### config.mk
export PLATFORM = sky130hd
export DESIGN_NAME = cp_fifo_tracker
export DESIGN_NICKNAME = d
export VERILOG_FILES = /design/src/rtl/cp_fifo_tracker.sv
export SDC_FILE = /design/constraint.sdc
export NUM_CORES = 1
export LEC_CHECK = 0
export CORE_MARGIN = 10
export CORE_UTILIZATION = 47
export DETAILED_ROUTE_END_ITERATION = 6
export PLACE_DENSITY = 0.86
export SYNTH_ARGS = -nofsm -noshare
export SYNTH_HDL_FRONTEND = slang
export SYNTH_SLANG_ARGS = --single-unit
### constraint.sdc
create_clock -name clk -period 8.5 [get_ports clk]
set_input_delay 1.7 -clock clk [delete_from_list [all_inputs] [get_ports clk]]
set_output_delay 1.7 -clock clk [all_outputs]
set_load 0.01 [all_outputs]
### src/rtl/cp_fifo_tracker.sv
// GP command FIFO tracker: write/read pointers, distance, fetch-request FSM,
// watermark/breakpoint interrupt pulses and idle status for the CP register block.
module cp_fifo_tracker #(
  parameter int MAX_OUTSTANDING = 4
) (
  input  logic        clk,
  input  logic        reset,
  input  logic [31:0] FIFOBase,
  input  logic [31:0] FIFOEnd,
  input  logic [31:0] FIFOHighWatermark,
  input  logic [31:0] FIFOLowWatermark,
  input  logic [31:0] FIFOBreakpoint,
  input  logic        FIFONewBase,
  input  logic        EnGPFIFO,
  input  logic        EnGPLink,
  input  logic        EnBP,
  input  logic        EnFIFOOverflow,
  input  logic        EnFIFOUnderflow,
  input  logic        WrLine,
  output logic        ReqValid,
  input  logic        ReqReady,
  output logic [31:0] ReqAddress,
  input  logic        RspDone,
  input  logic        ParserIdle,
  output logic [31:0] FIFOWritePointer,
  output logic [31:0] FIFOReadPointer,
  output logic [31:0] FIFORWDistance,
  output logic        IntFIFOverflow,
  output logic        IntFIFOUnderflow,
  output logic        IntBP,
  output logic        StatGPReadIdle,
  output logic        StatGPIdle,
  output logic        WrDropped
);

  localparam logic [31:0] LINE = 32'd32;
  localparam int OW = 4;

  typedef enum logic [1:0] {S_IDLE, S_REQ, S_HALT} state_t;

  state_t         state_reg, state_next;
  logic [31:0]    wp_reg, rp_reg, dist_reg, dist_next;
  logic [OW-1:0]  outst_reg;
  logic           req_valid_reg, req_valid_next;
  logic [31:0]    req_addr_reg, req_addr_next;
  logic           int_bp_reg, int_bp_next;
  logic           int_over_reg, int_under_reg, wr_dropped_reg;
  logic           above_high_reg, below_low_reg;

  logic [31:0] base, fifo_end, high_wm, low_wm, bp_addr, fifo_size;
  logic        full, wr_accept, handshake, rsp_accept, bp_hit, start_req;
  logic        unused_cfg_bits;

  assign base      = {FIFOBase[31:5], 5'd0};
  assign fifo_end  = {FIFOEnd[31:5], 5'd0};
  assign high_wm   = {FIFOHighWatermark[31:5], 5'd0};
  assign low_wm    = {FIFOLowWatermark[31:5], 5'd0};
  assign bp_addr   = {FIFOBreakpoint[31:5], 5'd0};
  assign fifo_size = fifo_end - base + LINE;
  assign unused_cfg_bits = ^{FIFOBase[4:0], FIFOEnd[4:0], FIFOHighWatermark[4:0],
                             FIFOLowWatermark[4:0], FIFOBreakpoint[4:0]};

  // FIFOEnd is the last valid line, so wrap once the pointer reaches it.
  function automatic logic [31:0] advance(input logic [31:0] p, input logic [31:0] b,
                                          input logic [31:0] e);
    return (p >= e) ? b : p + LINE;
  endfunction

  assign full       = (dist_reg == fifo_size);
  assign wr_accept  = WrLine & ~full & ~FIFONewBase;
  assign handshake  = req_valid_reg & ReqReady & ~FIFONewBase;
  assign rsp_accept = RspDone & (outst_reg != '0);
  assign bp_hit     = EnBP & (dist_reg != '0) & (rp_reg == bp_addr);
  assign start_req  = EnGPFIFO & (dist_reg != '0) &
                      (outst_reg < OW'(MAX_OUTSTANDING)) & ~bp_hit;

  always_comb begin
    dist_next = dist_reg;
    if (wr_accept & ~handshake)
      dist_next = dist_reg + LINE;
    else if (handshake & ~wr_accept)
      dist_next = dist_reg - LINE;
  end

  always_ff @(posedge clk) begin
    if (reset)
      state_reg <= S_IDLE;
    else
      state_reg <= state_next;
  end

  always_comb begin
    state_next = state_reg;
    if (FIFONewBase) begin
      state_next = S_IDLE;
    end else begin
      case (state_reg)
        S_IDLE: begin
          if (bp_hit)
            state_next = S_HALT;
          else if (start_req)
            state_next = S_REQ;
        end
        S_REQ:   if (ReqReady) state_next = S_IDLE;
        S_HALT:  if (!EnBP) state_next = S_IDLE;
        default: state_next = S_IDLE;
      endcase
    end
  end

  // Request outputs are computed from the next state so they leave on flops.
  always_comb begin
    req_valid_next = (state_next == S_REQ);
    req_addr_next  = req_addr_reg;
    int_bp_next    = 1'b0;
    if (state_reg == S_IDLE && !FIFONewBase) begin
      if (bp_hit)
        int_bp_next = 1'b1;
      else if (start_req)
        req_addr_next = rp_reg;
    end
  end

  always_ff @(posedge clk) begin
    if (reset) begin
      req_valid_reg <= 1'b0;
      req_addr_reg  <= '0;
      int_bp_reg    <= 1'b0;
    end else begin
      req_valid_reg <= req_valid_next;
      req_addr_reg  <= req_addr_next;
      int_bp_reg    <= int_bp_next;
    end
  end

  always_ff @(posedge clk) begin
    if (reset) begin
      wp_reg         <= '0;
      rp_reg         <= '0;
      dist_reg       <= '0;
      outst_reg      <= '0;
      wr_dropped_reg <= 1'b0;
      above_high_reg <= 1'b0;
      below_low_reg  <= 1'b0;
      int_over_reg   <= 1'b0;
      int_under_reg  <= 1'b0;
    end else begin
      if (FIFONewBase) begin
        wp_reg   <= base;
        rp_reg   <= base;
        dist_reg <= '0;
      end else begin
        if (wr_accept) wp_reg <= advance(wp_reg, base, fifo_end);
        if (handshake) rp_reg <= advance(rp_reg, base, fifo_end);
        dist_reg <= dist_next;
      end
      // Late responses after a rebase still retire their outstanding slot.
      outst_reg      <= outst_reg + {{(OW-1){1'b0}}, handshake}
                                  - {{(OW-1){1'b0}}, rsp_accept};
      wr_dropped_reg <= WrLine & full & ~FIFONewBase;
      above_high_reg <= (dist_reg > high_wm);
      below_low_reg  <= (dist_reg < low_wm);
      int_over_reg   <= EnGPLink & EnFIFOOverflow & (dist_reg > high_wm) & ~above_high_reg;
      int_under_reg  <= EnGPLink & EnFIFOUnderflow & (dist_reg < low_wm) & ~below_low_reg;
    end
  end

  assign ReqValid         = req_valid_reg;
  assign ReqAddress       = req_addr_reg;
  assign FIFOWritePointer = wp_reg;
  assign FIFOReadPointer  = rp_reg;
  assign FIFORWDistance   = dist_reg;
  assign IntFIFOverflow   = int_over_reg;
  assign IntFIFOUnderflow = int_under_reg;
  assign IntBP            = int_bp_reg;
  assign WrDropped        = wr_dropped_reg;
  assign StatGPReadIdle   = (outst_reg == '0) &
                            ((dist_reg == '0) | ~EnGPFIFO | (state_reg == S_HALT));
  assign StatGPIdle       = StatGPReadIdle & ParserIdle;

endmodule

==> results.toml <==
[worst_setup_path]
cp_slowest_stage_delay_ps = 580
cpMaxStageDelayCell = "or4_4"
crit_type = "in2reg"
crit_fanout = 7
start_kind = "primary input"
rrSetupSlack_ps = 2350
critPathRequiredTime_ps = 8830
critPathMostFrequentCell = "ha_1"
arrival_ps = 8540
end_kind = "flip-flop"

[clocking]
clk_latency_ps = 450
cts_hold_buffers = 0
cts_buffer_depth = 2
tritoncts = "done"
cts_inserted_buffers = 17
htreeDepth = 4
cts.clk_slew.worst_paths_ps = 60
cts.sinks = 136
cts.root.buffer_cell = "clkbuf_16"

[synth]
syn_area_um2 = 12910
syn_area_per_cell_um2 = 7.951
ys_seq_elements = 136
synth_edf_count = 0
yosysSeqAreaShare_pct = 21.09
synthDistinctLibCells = 83
synth_cells = 1624
ys_async_sr_fraction_pct = 0
yosysWarnings = 0
synthFlopType = "dfxtp_1"

[sta]
min_period_ps = 8212
tightest_slew_ps = 1234
fin_worst_skew_ps = 16.21
maxSlewHeadroom_pct = 17.53
finalSetupViolCount = 0
finalWorstSetupSlack_ps = 287.6
max_freq_mhz = 121.8
hold_viol_final = 0
hold_slack_ps = 406.7
rsz0062_at_grt = "no"
fin_crit_sh_pct = 96.62
tns_ps = 0
finalMaxSlewViolations = 0

[grt]
grt_max_degree = 69
grtUsageMet2_pct = 47.27
antenna_found_initial = 0
grt_usage_pct = 29.10
met1_usage_pct = 34.69
grt_pass1_vias = 14470
gr-total-overflow = 0
grtUsageMet3_pct = 7.487
gr-max-usage-layer = "met2"
grt_first_pass_wirelength_um = 78940

[floorplanning]
die_h_um = 185.8
rows = 60
dieArea_um2 = 34500
start_util_pct = 47.78
ios = 307
die_x_um = 185.8
core_um2 = 27030

[cells_and_area]
layout_commonest_cell = "clkdlybuf4s50_1"
fin_area_um2 = 17640
fillerInstances = 2209
drive_gt1_share_pct = 10.57
fin_nets = 2369
mostFrequentLayoutCells = "clkdlybuf4s50_1 (275), ha_1 (192), buf_4 (145), nor2_1 (143), dfxtp_1 (136)"
area_growth_pct = 36.65

[place]
place_area_um2 = 16950
routabilityCongestion = 0.9532
place_hpwl_um = 40390
io_buffers = 276
pre_cts_slack_ps = -300.3

[power_and_ir_drop]
pwr_density_cell_nw_per_um2 = 149.5
power_leakage_nw = 8.075
total_power_mw = 2.638
ir_drop_mv = 0.1296

[detailed_routing]
vias_per_cell = 6.212
routed_wl_um = 52340
first_pass_iters = 7
vias = 14640
drc_errors = 0
drt-initial-drc-count = 1588
ant_nets = 0
wl_per_cell_um = 22.21

[run]
timing.max_cap.violations = 0

[status]
status = "finished clean"

[worst_hold_path]
min_path_type = "reg2reg"
[final timing paths]
check                                         from            endpoint  cells past startpoint
worst max register to register  FIFORWDistance[27]  FIFORWDistance[30]                     25
worst min register to register      above_high_reg      IntFIFOverflow                      1
worst max-delay path                   FIFOBase[6]  FIFORWDistance[30]                     30
worst min-delay path                above_high_reg      IntFIFOverflow                      1
[timing repair]
| action | CTS | global route |
|---|---|---|
| setup endpoints to repair | 0 | 7 |
| gates resized for setup | 0 | 9 |
| buffers inserted | 0 | 1 |
[routing by layer]
layer | share of wire, % | up-vias
met4 | 5.5 | 0
met5 | 0 | -
met1 | 39 | 6859
li1 | - | 6718
met2 | 46 | 856
met3 | 9.9 | 208
[synthesized netlist by cell type (5+ instances only)]
library cell  count  area [µm²]
a221oi_1          6       52.55
nand2_1          91       341.6
a21o_1           59       442.9
a221o_1          12       120.1
o21a_1           24       180.2
nor2b_1          17       106.4
a31oi_1          20       125.1
a211oi_1         15       112.6
nand4_1          42       262.8
a41oi_1           9       78.83
dfxtp_1         136        2723
a22oi_1           5       37.54
inv_1           129       484.2
or3_1            15       93.84
nand2b_1         17       106.4
o2111ai_1         8       70.07
ha_1            192        2402
buf_2             5       25.02
nor3_1           25       125.1
or2_2            10       62.56
xor2_1           29       254.0
mux2i_1          47       470.5
xnor2_1          68       595.6
o211ai_1         12       90.09
o21ai_1          13       65.06
o21ai_0          59       295.3
o21bai_1         17       127.6
o31ai_1           6       45.04
a21oi_1         120       600.6
buf_4             6       45.04
nand3_1          41       205.2
nor3b_1          10       75.07
and3_1           28       175.2
clkbuf_1         51       191.4
nor2_1          144       540.5
a22o_1           13       113.9
a2111oi_0         6       52.55
and4_1            7       61.31
and2_1           15       93.84
nor4_1           20       125.1
[cell families after synthesis]
group / after synthesis / synth area share, %
AND/OR/NAND/NOR: 500 / 19.57
AO/OA/AOI/OAI: 452 / 24.04
buffers and inverters: 196 / 5.979
adder cells (fa/ha/maj): 195 / 19.07
flip-flops: 136 / 21.09
XOR/XNOR: 97 / 6.579
multiplexers: 47 / 3.643
other: 1 / 0.02904
[power by group]
| group | switching [mW] | total [mW] | internal [mW] | leakage [nW] |
|---|---|---|---|---|
| Clock | 0.339 | 0.838 | 0.499 | 0.312 |
| Sequential | 0.0780 | 0.757 | 0.679 | 1.11 |
| Combinational | 0.534 | 1.04 | 0.510 | 6.65 |
| Total | 0.950 | 2.64 | 1.69 | 8.07 |
[stage by stage]
| stage | instances | utilization [%] |
|---|---|---|
| after global routing | 2356 | 65.28 |
| after CTS | 2355 | 65.08 |
| final | 2357 | 65.29 |
| after global placement | 2323 | 62.71 |
| after detailed placement | 2323 | 62.71 |
| after floorplan | 1628 | - |
[worst max-delay path, delay by kind of cell]
family / cells / cell delay [ps]
AOI/OAI and AO/OA: 14 / 3120
xor gates and xnor gates: 1 / 190
adders and majority gates: 4 / 1210
muxes: 1 / 200
and+or+nand+nor: 5 / 1080
buffers and inverters: 5 / 1010
[cell type report]
type / count / area (µm²) / area share [%]
multi-input combinational: 1296 / 9500 / 53.84
inverter: 129 / 484.2 / 2.744
sequential: 136 / 2723 / 15.43
clock inverter: 15 / 216.5 / 1.227
tap: 341 / 426.7 / 2.418
antenna: 1 / 2.502 / 0.01418
timing repair buffer: 422 / 3866 / 21.91
clock buffer: 17 / 425.4 / 2.411
Note: power is estimated with default switching activity, not from simulation.
